<file path="src/rtl/dsp_ctrl_pkg.sv">
// Shared types and opcode constants for the DSP instruction decoder.
// ctrl_t is the registered control bundle driven into the datapath.
package dsp_ctrl_pkg;

    typedef struct packed {
        logic       treg_ld;
        logic       preg_ld;
        logic       acc_reset;
        logic       acc_load;
        logic       acc_abs;
        logic       acc_en;
        logic [1:0] databus_sel;
        logic       mult_in_sel;
        logic [1:0] alu_in_sel;
        logic [2:0] acc_in_sel;
        logic       ar_in_sel;
        logic       data_mux_sel;
        logic       dram_in_sel;
        logic       dram_wr;
        logic       dp_ld;
        logic [1:0] pc_in_sel;
        logic [2:0] alu_op;
    } ctrl_t;

    localparam logic [15:0] OP_ABS  = 16'h7F88;
    localparam logic [15:0] OP_ZAC  = 16'h7F89;
    localparam logic [15:0] OP_PAC  = 16'h7F8E;
    localparam logic [15:0] OP_APAC = 16'h7F8F;
    localparam logic [15:0] OP_SPAC = 16'h7F90;

    localparam logic [7:0] OPB_ADDH = 8'h60;
    localparam logic [7:0] OPB_ADDS = 8'h61;
    localparam logic [7:0] OPB_LT   = 8'h6A;
    localparam logic [7:0] OPB_LTA  = 8'h6C;
    localparam logic [7:0] OPB_MPY  = 8'h6D;
    localparam logic [7:0] OPB_LDP  = 8'h6F;
    localparam logic [7:0] OPB_AND  = 8'h79;
    localparam logic [7:0] OPB_OR   = 8'h7A;
    localparam logic [7:0] OPB_LACK = 8'h7E;
    localparam logic [7:0] OPB_RPTK = 8'hCB;
    localparam logic [7:0] OPB_BANZ = 8'hF4;
    localparam logic [7:0] OPB_CALL = 8'hF8;
    localparam logic [7:0] OPB_B    = 8'hF9;

    localparam logic [3:0] OPN_ADD = 4'h0;
    localparam logic [3:0] OPN_SUB = 4'h1;
    localparam logic [3:0] OPN_LAC = 4'h2;

    localparam int N_LONG = 3;
    localparam logic [7:0] LONG_OPS [N_LONG] = '{OPB_BANZ, OPB_CALL, OPB_B};

    localparam logic [2:0] ALU_ADD  = 3'd0;
    localparam logic [2:0] ALU_SUB  = 3'd1;
    localparam logic [2:0] ALU_AND  = 3'd2;
    localparam logic [2:0] ALU_OR   = 3'd3;
    localparam logic [2:0] ALU_PASS = 3'd4;

    localparam logic [2:0] ACC_SEL_ALU = 3'd1;
    localparam logic [2:0] ACC_SEL_P   = 3'd2;
    localparam logic [2:0] ACC_SEL_ABS = 3'd3;
    localparam logic [2:0] ACC_SEL_IMM = 3'd4;

    localparam logic [1:0] ALU_IN_DBUS  = 2'd0;
    localparam logic [1:0] ALU_IN_P     = 2'd1;
    localparam logic [1:0] ALU_IN_SHIFT = 2'd2;
    localparam logic [1:0] ALU_IN_HIGH  = 2'd3;

    localparam logic [1:0] DBUS_DRAM   = 2'd1;
    localparam logic [1:0] PC_SEL_BRANCH = 2'b10;

    localparam ctrl_t CTRL_ZERO = '0;
    localparam ctrl_t CTRL_NOP  = '{pc_in_sel: 2'b11, default: '0};

    function automatic logic is_long_op(input logic [7:0] top);
        logic hit;
        hit = 1'b0;
        for (int i = 0; i < N_LONG; i++) begin
            if (top == LONG_OPS[i]) hit = 1'b1;
        end
        return hit;
    endfunction

endpackage

</file>
<file path="src/rtl/decode_ctrl_lut.sv">
// Combinational instruction decode: exact word, then top byte, then top nibble.
// Macro DECODE_CTRL_RPT_EN makes 8'hCB a legal RPTK prefix instead of illegal.
module decode_ctrl_lut
    import dsp_ctrl_pkg::*;
(
    input  logic [15:0] word,
    output ctrl_t       ctrl,
    output logic        is_long,
    output logic        is_rpt,
    output logic        illegal
);

    logic [7:0] top_byte;
    logic [3:0] top_nib;

    assign top_byte = word[15:8];
    assign top_nib  = word[15:12];

    always_comb begin
        ctrl    = CTRL_ZERO;
        is_long = 1'b0;
        is_rpt  = 1'b0;
        illegal = 1'b0;
        case (word)
            OP_ABS: begin
                ctrl.acc_abs    = 1'b1;
                ctrl.acc_in_sel = ACC_SEL_ABS;
                ctrl.acc_en     = 1'b1;
            end
            OP_ZAC: begin
                ctrl.acc_reset = 1'b1;
                ctrl.acc_en    = 1'b1;
            end
            OP_PAC: begin
                ctrl.acc_load   = 1'b1;
                ctrl.acc_in_sel = ACC_SEL_P;
                ctrl.acc_en     = 1'b1;
            end
            OP_APAC, OP_SPAC: begin
                ctrl.alu_in_sel = ALU_IN_P;
                ctrl.alu_op     = (word == OP_APAC) ? ALU_ADD : ALU_SUB;
                ctrl.acc_in_sel = ACC_SEL_ALU;
                ctrl.acc_en     = 1'b1;
            end
            default: begin
                if (is_long_op(top_byte)) begin
                    is_long        = 1'b1;
                    ctrl.pc_in_sel = PC_SEL_BRANCH;
                    ctrl.ar_in_sel = (top_byte == OPB_BANZ);
                    // CALL pushes the return address through the data RAM port
                    ctrl.dram_in_sel = (top_byte == OPB_CALL);
                    ctrl.dram_wr     = (top_byte == OPB_CALL);
                end else begin
                    case (top_byte)
                        OPB_ADDH, OPB_ADDS, OPB_AND, OPB_OR: begin
                            ctrl.databus_sel = DBUS_DRAM;
                            ctrl.alu_in_sel  = (top_byte == OPB_ADDH) ? ALU_IN_HIGH : ALU_IN_DBUS;
                            ctrl.alu_op      = (top_byte == OPB_AND) ? ALU_AND :
                                               (top_byte == OPB_OR)  ? ALU_OR  : ALU_ADD;
                            ctrl.acc_in_sel  = ACC_SEL_ALU;
                            ctrl.acc_en      = 1'b1;
                        end
                        OPB_LACK: begin
                            ctrl.data_mux_sel = 1'b1;
                            ctrl.acc_load     = 1'b1;
                            ctrl.acc_in_sel   = ACC_SEL_IMM;
                            ctrl.acc_en       = 1'b1;
                        end
                        OPB_LDP: begin
                            ctrl.databus_sel = DBUS_DRAM;
                            ctrl.dp_ld       = 1'b1;
                        end
                        OPB_LT: begin
                            ctrl.databus_sel = DBUS_DRAM;
                            ctrl.treg_ld     = 1'b1;
                        end
                        OPB_LTA: begin
                            ctrl.databus_sel = DBUS_DRAM;
                            ctrl.treg_ld     = 1'b1;
                            ctrl.alu_in_sel  = ALU_IN_P;
                            ctrl.alu_op      = ALU_ADD;
                            ctrl.acc_in_sel  = ACC_SEL_ALU;
                            ctrl.acc_en      = 1'b1;
                        end
                        OPB_MPY: begin
                            ctrl.databus_sel = DBUS_DRAM;
                            ctrl.mult_in_sel = 1'b1;
                            ctrl.preg_ld     = 1'b1;
                        end
                        OPB_RPTK: begin
`ifdef DECODE_CTRL_RPT_EN
                            is_rpt = 1'b1;
`else
                            ctrl    = CTRL_NOP;
                            illegal = 1'b1;
`endif
                        end
                        default: begin
                            case (top_nib)
                                OPN_ADD, OPN_SUB, OPN_LAC: begin
                                    ctrl.databus_sel = DBUS_DRAM;
                                    ctrl.alu_in_sel  = ALU_IN_SHIFT;
                                    ctrl.alu_op      = (top_nib == OPN_SUB) ? ALU_SUB :
                                                       (top_nib == OPN_LAC) ? ALU_PASS : ALU_ADD;
                                    ctrl.acc_load    = (top_nib == OPN_LAC);
                                    ctrl.acc_in_sel  = ACC_SEL_ALU;
                                    ctrl.acc_en      = 1'b1;
                                end
                                default: begin
                                    ctrl    = CTRL_NOP;
                                    illegal = 1'b1;
                                end
                            endcase
                        end
                    endcase
                end
            end
        endcase
    end

endmodule

</file>
<file path="src/rtl/decode_ctrl_pipe.sv">
// Decode pipeline stage: handshake, two-word capture and optional repeat.
// Macro DECODE_CTRL_RPT_EN adds the RPTK repeat counter and RPT state.
//
// state | meaning
// IDLE  | waiting for the first word of an instruction
// WORD2 | first word of a two-word op latched, waiting for its operand
// RPT   | re-emitting the held bundle until the repeat count runs out
module decode_ctrl_pipe
    import dsp_ctrl_pkg::*;
#(
    parameter int IW    = 16,
    parameter int RPT_W = 8
) (
    input  logic          clk,
    input  logic          rst_n,
    input  logic          flush,
    input  logic          in_valid,
    input  logic [IW-1:0] in_word,
    output logic          in_ready,
    output logic          out_valid,
    input  logic          out_ready,
    output ctrl_t         ctrl,
    output logic [IW-1:0] imm,
    output logic          illegal
);

    if (IW < 16) begin : g_iw_chk
        $error("decode_ctrl_pipe: IW must be at least 16");
    end
    if (RPT_W < 8) begin : g_rpt_w_chk
        $error("decode_ctrl_pipe: RPT_W must hold an 8-bit repeat count");
    end

    typedef enum logic [1:0] {
        IDLE  = 2'd0,
        WORD2 = 2'd1
`ifdef DECODE_CTRL_RPT_EN
        ,RPT  = 2'd2
`endif
    } state_t;

    state_t        state, state_nxt;
    logic          valid_nxt;
    ctrl_t         ctrl_nxt;
    logic [IW-1:0] imm_nxt;
    logic          illegal_nxt;

    ctrl_t lut_ctrl;
    logic  lut_long;
    logic  lut_rpt;
    logic  lut_illegal;

    logic accept;
    logic out_fire;

`ifdef DECODE_CTRL_RPT_EN
    logic [RPT_W-1:0] rpt_cnt, rpt_cnt_nxt;
    logic             rpt_armed, rpt_armed_nxt;
`endif

    decode_ctrl_lut u_lut (
        .word    (in_word[15:0]),
        .ctrl    (lut_ctrl),
        .is_long (lut_long),
        .is_rpt  (lut_rpt),
        .illegal (lut_illegal)
    );

    always_comb begin
        in_ready = !out_valid || out_ready;
`ifdef DECODE_CTRL_RPT_EN
        if (state == RPT) in_ready = 1'b0;
`endif
    end

    assign accept   = in_valid && in_ready;
    assign out_fire = out_valid && out_ready;

    always_ff @(posedge clk or negedge rst_n) begin
        if (!rst_n) begin
            state <= IDLE;
        end else begin
            state <= state_nxt;
        end
    end

    always_comb begin
        state_nxt   = state;
        valid_nxt   = out_valid;
        ctrl_nxt    = ctrl;
        imm_nxt     = imm;
        illegal_nxt = illegal;
`ifdef DECODE_CTRL_RPT_EN
        rpt_cnt_nxt   = rpt_cnt;
        rpt_armed_nxt = rpt_armed;
`endif
        if (out_fire) valid_nxt = 1'b0;

        case (state)
            IDLE: begin
                if (accept) begin
                    if (lut_rpt) begin
`ifdef DECODE_CTRL_RPT_EN
                        rpt_cnt_nxt   = RPT_W'(in_word[7:0]);
                        rpt_armed_nxt = 1'b1;
`endif
                    end else if (lut_long) begin
                        ctrl_nxt    = lut_ctrl;
                        illegal_nxt = 1'b0;
                        state_nxt   = WORD2;
`ifdef DECODE_CTRL_RPT_EN
                        // repeat does not apply to two-word ops
                        rpt_cnt_nxt   = '0;
                        rpt_armed_nxt = 1'b0;
`endif
                    end else begin
                        ctrl_nxt    = lut_ctrl;
                        imm_nxt     = '0;
                        illegal_nxt = lut_illegal;
                        valid_nxt   = 1'b1;
`ifdef DECODE_CTRL_RPT_EN
                        if (rpt_armed) begin
                            rpt_armed_nxt = 1'b0;
                            state_nxt     = RPT;
                        end
`endif
                    end
                end
            end
            WORD2: begin
                if (accept) begin
                    imm_nxt   = in_word;
                    valid_nxt = 1'b1;
                    state_nxt = IDLE;
                end
            end
`ifdef DECODE_CTRL_RPT_EN
            RPT: begin
                if (out_fire) begin
                    if (rpt_cnt == '0) begin
                        state_nxt = IDLE;
                    end else begin
                        rpt_cnt_nxt = rpt_cnt - 1'b1;
                        valid_nxt   = 1'b1;
                    end
                end
            end
`endif
            default: state_nxt = IDLE;
        endcase

        if (flush) begin
            state_nxt = IDLE;
            valid_nxt = 1'b0;
`ifdef DECODE_CTRL_RPT_EN
            rpt_cnt_nxt   = '0;
            rpt_armed_nxt = 1'b0;
`endif
        end
    end

    always_ff @(posedge clk or negedge rst_n) begin
        if (!rst_n) begin
            out_valid <= 1'b0;
            ctrl      <= CTRL_ZERO;
            imm       <= '0;
            illegal   <= 1'b0;
        end else begin
            out_valid <= valid_nxt;
            ctrl      <= ctrl_nxt;
            imm       <= imm_nxt;
            illegal   <= illegal_nxt;
        end
    end

`ifdef DECODE_CTRL_RPT_EN
    always_ff @(posedge clk or negedge rst_n) begin
        if (!rst_n) begin
            rpt_cnt   <= '0;
            rpt_armed <= 1'b0;
        end else begin
            rpt_cnt   <= rpt_cnt_nxt;
            rpt_armed <= rpt_armed_nxt;
        end
    end
`endif

endmodule
</file>
<file path="config.mk">
export PLATFORM = sky130hd
export DESIGN_NAME = decode_ctrl_pipe
export DESIGN_NICKNAME = d
export VERILOG_FILES = /design/src/rtl/dsp_ctrl_pkg.sv /design/src/rtl/decode_ctrl_lut.sv /design/src/rtl/decode_ctrl_pipe.sv
export SDC_FILE = /design/constraint.sdc
export NUM_CORES = 1
export LEC_CHECK = 0
export ABC_CLOCK_PERIOD_IN_PS = 1500
export BUFFER_PORTS_ARGS = -buffer_cell sky130_fd_sc_hd__buf_4
export CORE_AREA = 8 8 73 81
export DETAILED_ROUTE_END_ITERATION = 8
export DIE_AREA = 0 0 81 89
export GPL_TIMING_DRIVEN = 1
export PLACE_DENSITY = 0.77
export SLEW_MARGIN = 30
export SYNTH_ARGS = -nofsm -noshare
export SYNTH_HDL_FRONTEND = slang
export SYNTH_HIERARCHICAL = 1
export SYNTH_SLANG_ARGS = --single-unit
</file>
<file path="constraint.sdc">
create_clock -name clk -period 1.5 [get_ports clk]
set_input_delay 0.3 -clock clk [delete_from_list [all_inputs] [get_ports clk]]
set_output_delay 0.3 -clock clk [all_outputs]
set_load 0.02 [all_outputs]
</file>
==> impl_metrics.csv <==
group,metric,value,unit
run,maxCapViolCount,0,
sta,fin_crit_sh,1.09,
die,die-width,81,µm
detailed_routing,first_pass_iters,4,
setup_path,path_common_cell,"buf_6",
sta,setup_viol,10,
clock_tree,cts_max_path_buffers,2,
logic_synthesis,synth_fa_ha_area_frac,0,
setup_path,timing.rr.start,"state[0]",
final_layout,fin_nets,315,
setup_path,path_cells,"buf_6 > buf_4 > nand4b_1 > mux2i_4 > buf_4 > buf_6 > buf_6 > buf_6 > o21bai_1 > o21ai_1 > mux2_4",
logic_synthesis,synth-simple-area-share,0.169,
sta,worstMarginPinSlew,0.519,ns
clock_tree,cts_tree,"done",
pwr,p_seq_frac,0.452,
sta,maxSlewHeadroom,0.654,
clock_tree,clkTransAtPathRegs,0.08,ns
setup_path,worstPathArrival,1.81,ns
logic_synthesis,syn_area,2270,µm²
setup_path,crit_type,"primary input to flop",
sta,fmax,614,MHz
global_route,grt_usage,0.180,
logic_synthesis,yosys_warnings,6,
detailed_routing,viasPerCell,5.54,
logic_synthesis,synth_edf_count,0,
setup_path,slowest_stage,"mux2_4",
logic_synthesis,synth_area_leaders,"dfrtp_1 (47%), mux2_4 (13%), a22o_1 (4.2%)",
die,core,4550,µm²
min_path,min_from,"flush",
sta,final-max-slew-violation-count,0,
run_status,violations,"negative setup slack",
setup_path,worst_path_dominant_cell_family,"buffers and inverters",
die,io_pins,64,
die,row_count,26,
placed_design,postPlaceCellArea,3110,µm²
final_layout,area_growth,52.1,%
logic_synthesis,muxShareOfSynthArea,0.161,
logic_synthesis,ys_ff_latch,43,
detailed_routing,drt-total-wl,6360,µm
logic_synthesis,syn-mean-instance-area,12.3,µm²
detailed_routing,via_count,1945,
pwr,netSwitchingFraction,0.252,
placed_design,dpl.hpwl,4550,µm
sta,fin_ws,-0.128,ns
final_layout,diodes,0,
placed_design,portBuffers,63,
die,die-area,7210,µm²
global_route,grt_pass1_wl,10200,µm
pwr,p_leak,1.78,nW
sta,clock_skew,0.00531,ns
logic_synthesis,synth_top_family_by_area,"simple AND/OR/NAND/NOR gates",
setup_path,worstPathMaxFanout,3,
final_layout,final_layout_size_suffix_gt1_frac,0.620,
setup_path,required,1.69,ns
global_route,grt_pass1_vias,2112,
min_path,hp-class,"primary input to flop",
setup_path,cp-start-kind,"primary input",
sta,rsz0062_at_grt,"yes",
clock_tree,htreeDepth,2,
setup_path,critical_path_buf_inv_count,6,
logic_synthesis,synthArstFlopShare,1.00,
pwr,switchingPower,0.000686,W
logic_synthesis,yosysTopAreaCell,"dfrtp_1",
logic_synthesis,synth_cells,185,
logic_synthesis,synth_top_area_share,0.473,
detailed_routing,ant_nets,0,
global_route,grt_max_degree,44,
pwr,clockPowerShare,0.340,
global_route,gr-total-overflow,0,
sta,post-route-min-period,1.63,ns
logic_synthesis,synth.distinct_cells,50,
die,start_util,0.499,
detailed_routing,route.detailed.drc,0,
clock_tree,clock_sinks,43,
die,die_y,89,µm
setup_path,max_stage_delay,0.27,ns
detailed_routing,routedWlPerCell,18.1,µm
placed_design,post-place-ws,-0.457,ns
pwr,peakVddDrop,0.572,mV
detailed_routing,drt_iter0_markers,45,
logic_synthesis,synth-xor-area-share,0.00771,
setup_path,startpoint,"in_word[3]",
clock_tree,clk_latency,0.30,ns
sta,tns,-0.670,ns
logic_synthesis,synth_compound_area_frac,0.128,
placed_design,gp_congestion,0.853,
pwr,p_int,0.00203,W
global_route,antenna_found_initial,0,
clock_tree,cts_inserted_buffers,5,
run_status,outcome,"complete, but fails checks",
pwr,power.density,787,nW/µm²
final_layout,fin_area,3460,µm²
sta,hold_viol,0,
clock_tree,cts_root_buf,"clkbuf_8",
setup_path,rrSetupSlack,0.14,ns
logic_synthesis,ys_seq_area_frac,0.473,
pwr,p_comb_frac,0.208,
logic_synthesis,synthFlopType,"dfrtp_1",
setup_path,end_kind,"flop",
## final cells by class
cell class	count	area (µm²)
Inverter	4	15.0
Fill cell	308	1100
Tap cell	56	70.1
Multi-Input combinational cell	123	1220
Clock inverter	2	35.0
Sequential cell	43	1080
Clock buffer	6	82.6
Timing Repair Buffer	117	955
## cell families (layout without fill, tap and decap cells)
group / count (synthesis) / after routing
simple gates: 57 / 57
buf+inv: 20 / 129
other cells: 1 / 2
xor+xnor: 2 / 2
flops: 43 / 43
mux: 26 / 26
compound gates: 36 / 36
## cells in the final DEF, fill, tap and decap left out, drive strengths merged, types with 2 or more instances in the layout
| cell | netlist | final |
|---|---|---|
| o311a | 2 | 2 |
| o211ai | 2 | 2 |
| dfrtp | 43 | 43 |
| and3 | 2 | 2 |
| nor3 | 9 | 9 |
| nor2b | 5 | 5 |
| nand4 | 2 | 2 |
| xnor2 | 2 | 2 |
| mux2 | 25 | 25 |
| buf | 12 | 116 |
| nand3 | 2 | 2 |
| nor4 | 3 | 3 |
| nand2 | 7 | 7 |
| nor2 | 10 | 10 |
| o21bai | 2 | 2 |
| clkbuf | 4 | 6 |
| inv | 4 | 4 |
| o21ai | 6 | 6 |
| a22o | 17 | 17 |
| nand4b | 2 | 2 |
| or4 | 2 | 2 |
| or4b | 2 | 2 |
| conb | 1 | 2 |
| a21oi | 3 | 3 |
| nand2b | 3 | 3 |
## path summary, 6_finish.rpt
| check | endpoint | depth (start not counted) |
|---|---|---|
| max | ctrl[10] | 11 |
| min | out_valid | 2 |
| max reg2reg | ctrl[13] | 4 |
| min reg2reg | ctrl[9] | 1 |
| max in group asynchronous | ctrl[15] | 2 |
| min in group asynchronous | ctrl[0] | 2 |
## what timing repair did
action | 4_1_cts | 5_1_grt
pin swaps | 12 | 18
resized for setup | 15 | 14
hold buffers | 1 | 0
setup buffers | 6 | 3
hold endpoints to repair | 24 | 0
gates cloned | 0 | 0
setup endpoints to repair | 15 | 25
## flip-flops by register name (all words and copies together) (netlist names)
| name | count |
|---|---|
| ctrl | 24 |
| imm | 16 |
| illegal | 1 |
| out_valid | 1 |
| state | 1 |
## power groups by stage
stage | clock (W) | combinational [W] | sequential [W]
2_1_floorplan | 0 | 0.000208 | 0.00130
6_report | 0.000924 | 0.000567 | 0.00123
3_3_place_gp | 0 | 0.000510 | 0.00125
3_5_place_dp | 0 | 0.000520 | 0.00125
5_1_grt | 0.000991 | 0.000604 | 0.00124
4_1_cts | 0.000944 | 0.000549 | 0.00123
## worst register-to-register path, stage by stage (launching register included)
cell and delay, ns:
dfrtp_1 0.43, nor2_2 0.21, nand3_4 0.11, buf_4 0.19, mux2_4 0.31
## routing by layer
| metal | vias up | GRT usage | routed length (µm) |
|---|---|---|---|
| li1 | 900 | - | - |
| met1 | 966 | 0.197 | 2470 |
| met2 | 59 | 0.318 | 3290 |
| met3 | 20 | 0.0563 | 422 |
| met4 | 0 | 0.0650 | 173 |
| met5 | - | 0 | 0 |
## stage by stage
stage / power, W / util / hold slack [ns] / std cells
floorplan: 0.00151 / - / 0.00441 / 186
global placement: 0.00176 / 0.684 / 0.311 / 333
detailed placement: 0.00177 / 0.684 / 0.316 / 333
CTS: 0.00272 / 0.734 / 0.149 / 348
global route: 0.00283 / 0.759 / 0.149 / 351
finish: 0.00272 / 0.759 / 0.154 / 351
## synthesized netlist by cell type (all sizes together), types with 3 or more instances
| master | number |
|---|---|
| nor4 | 3 |
| nor3 | 9 |
| nor2b | 5 |
| a22o | 17 |
| nand2b | 3 |
| nand2 | 7 |
| a21oi | 3 |
| inv | 4 |
| mux2 | 25 |
| nor2 | 10 |
| buf | 12 |
| o21ai | 6 |
| dfrtp | 43 |
| clkbuf | 4 |
Power figures use the tool's default switching activity.
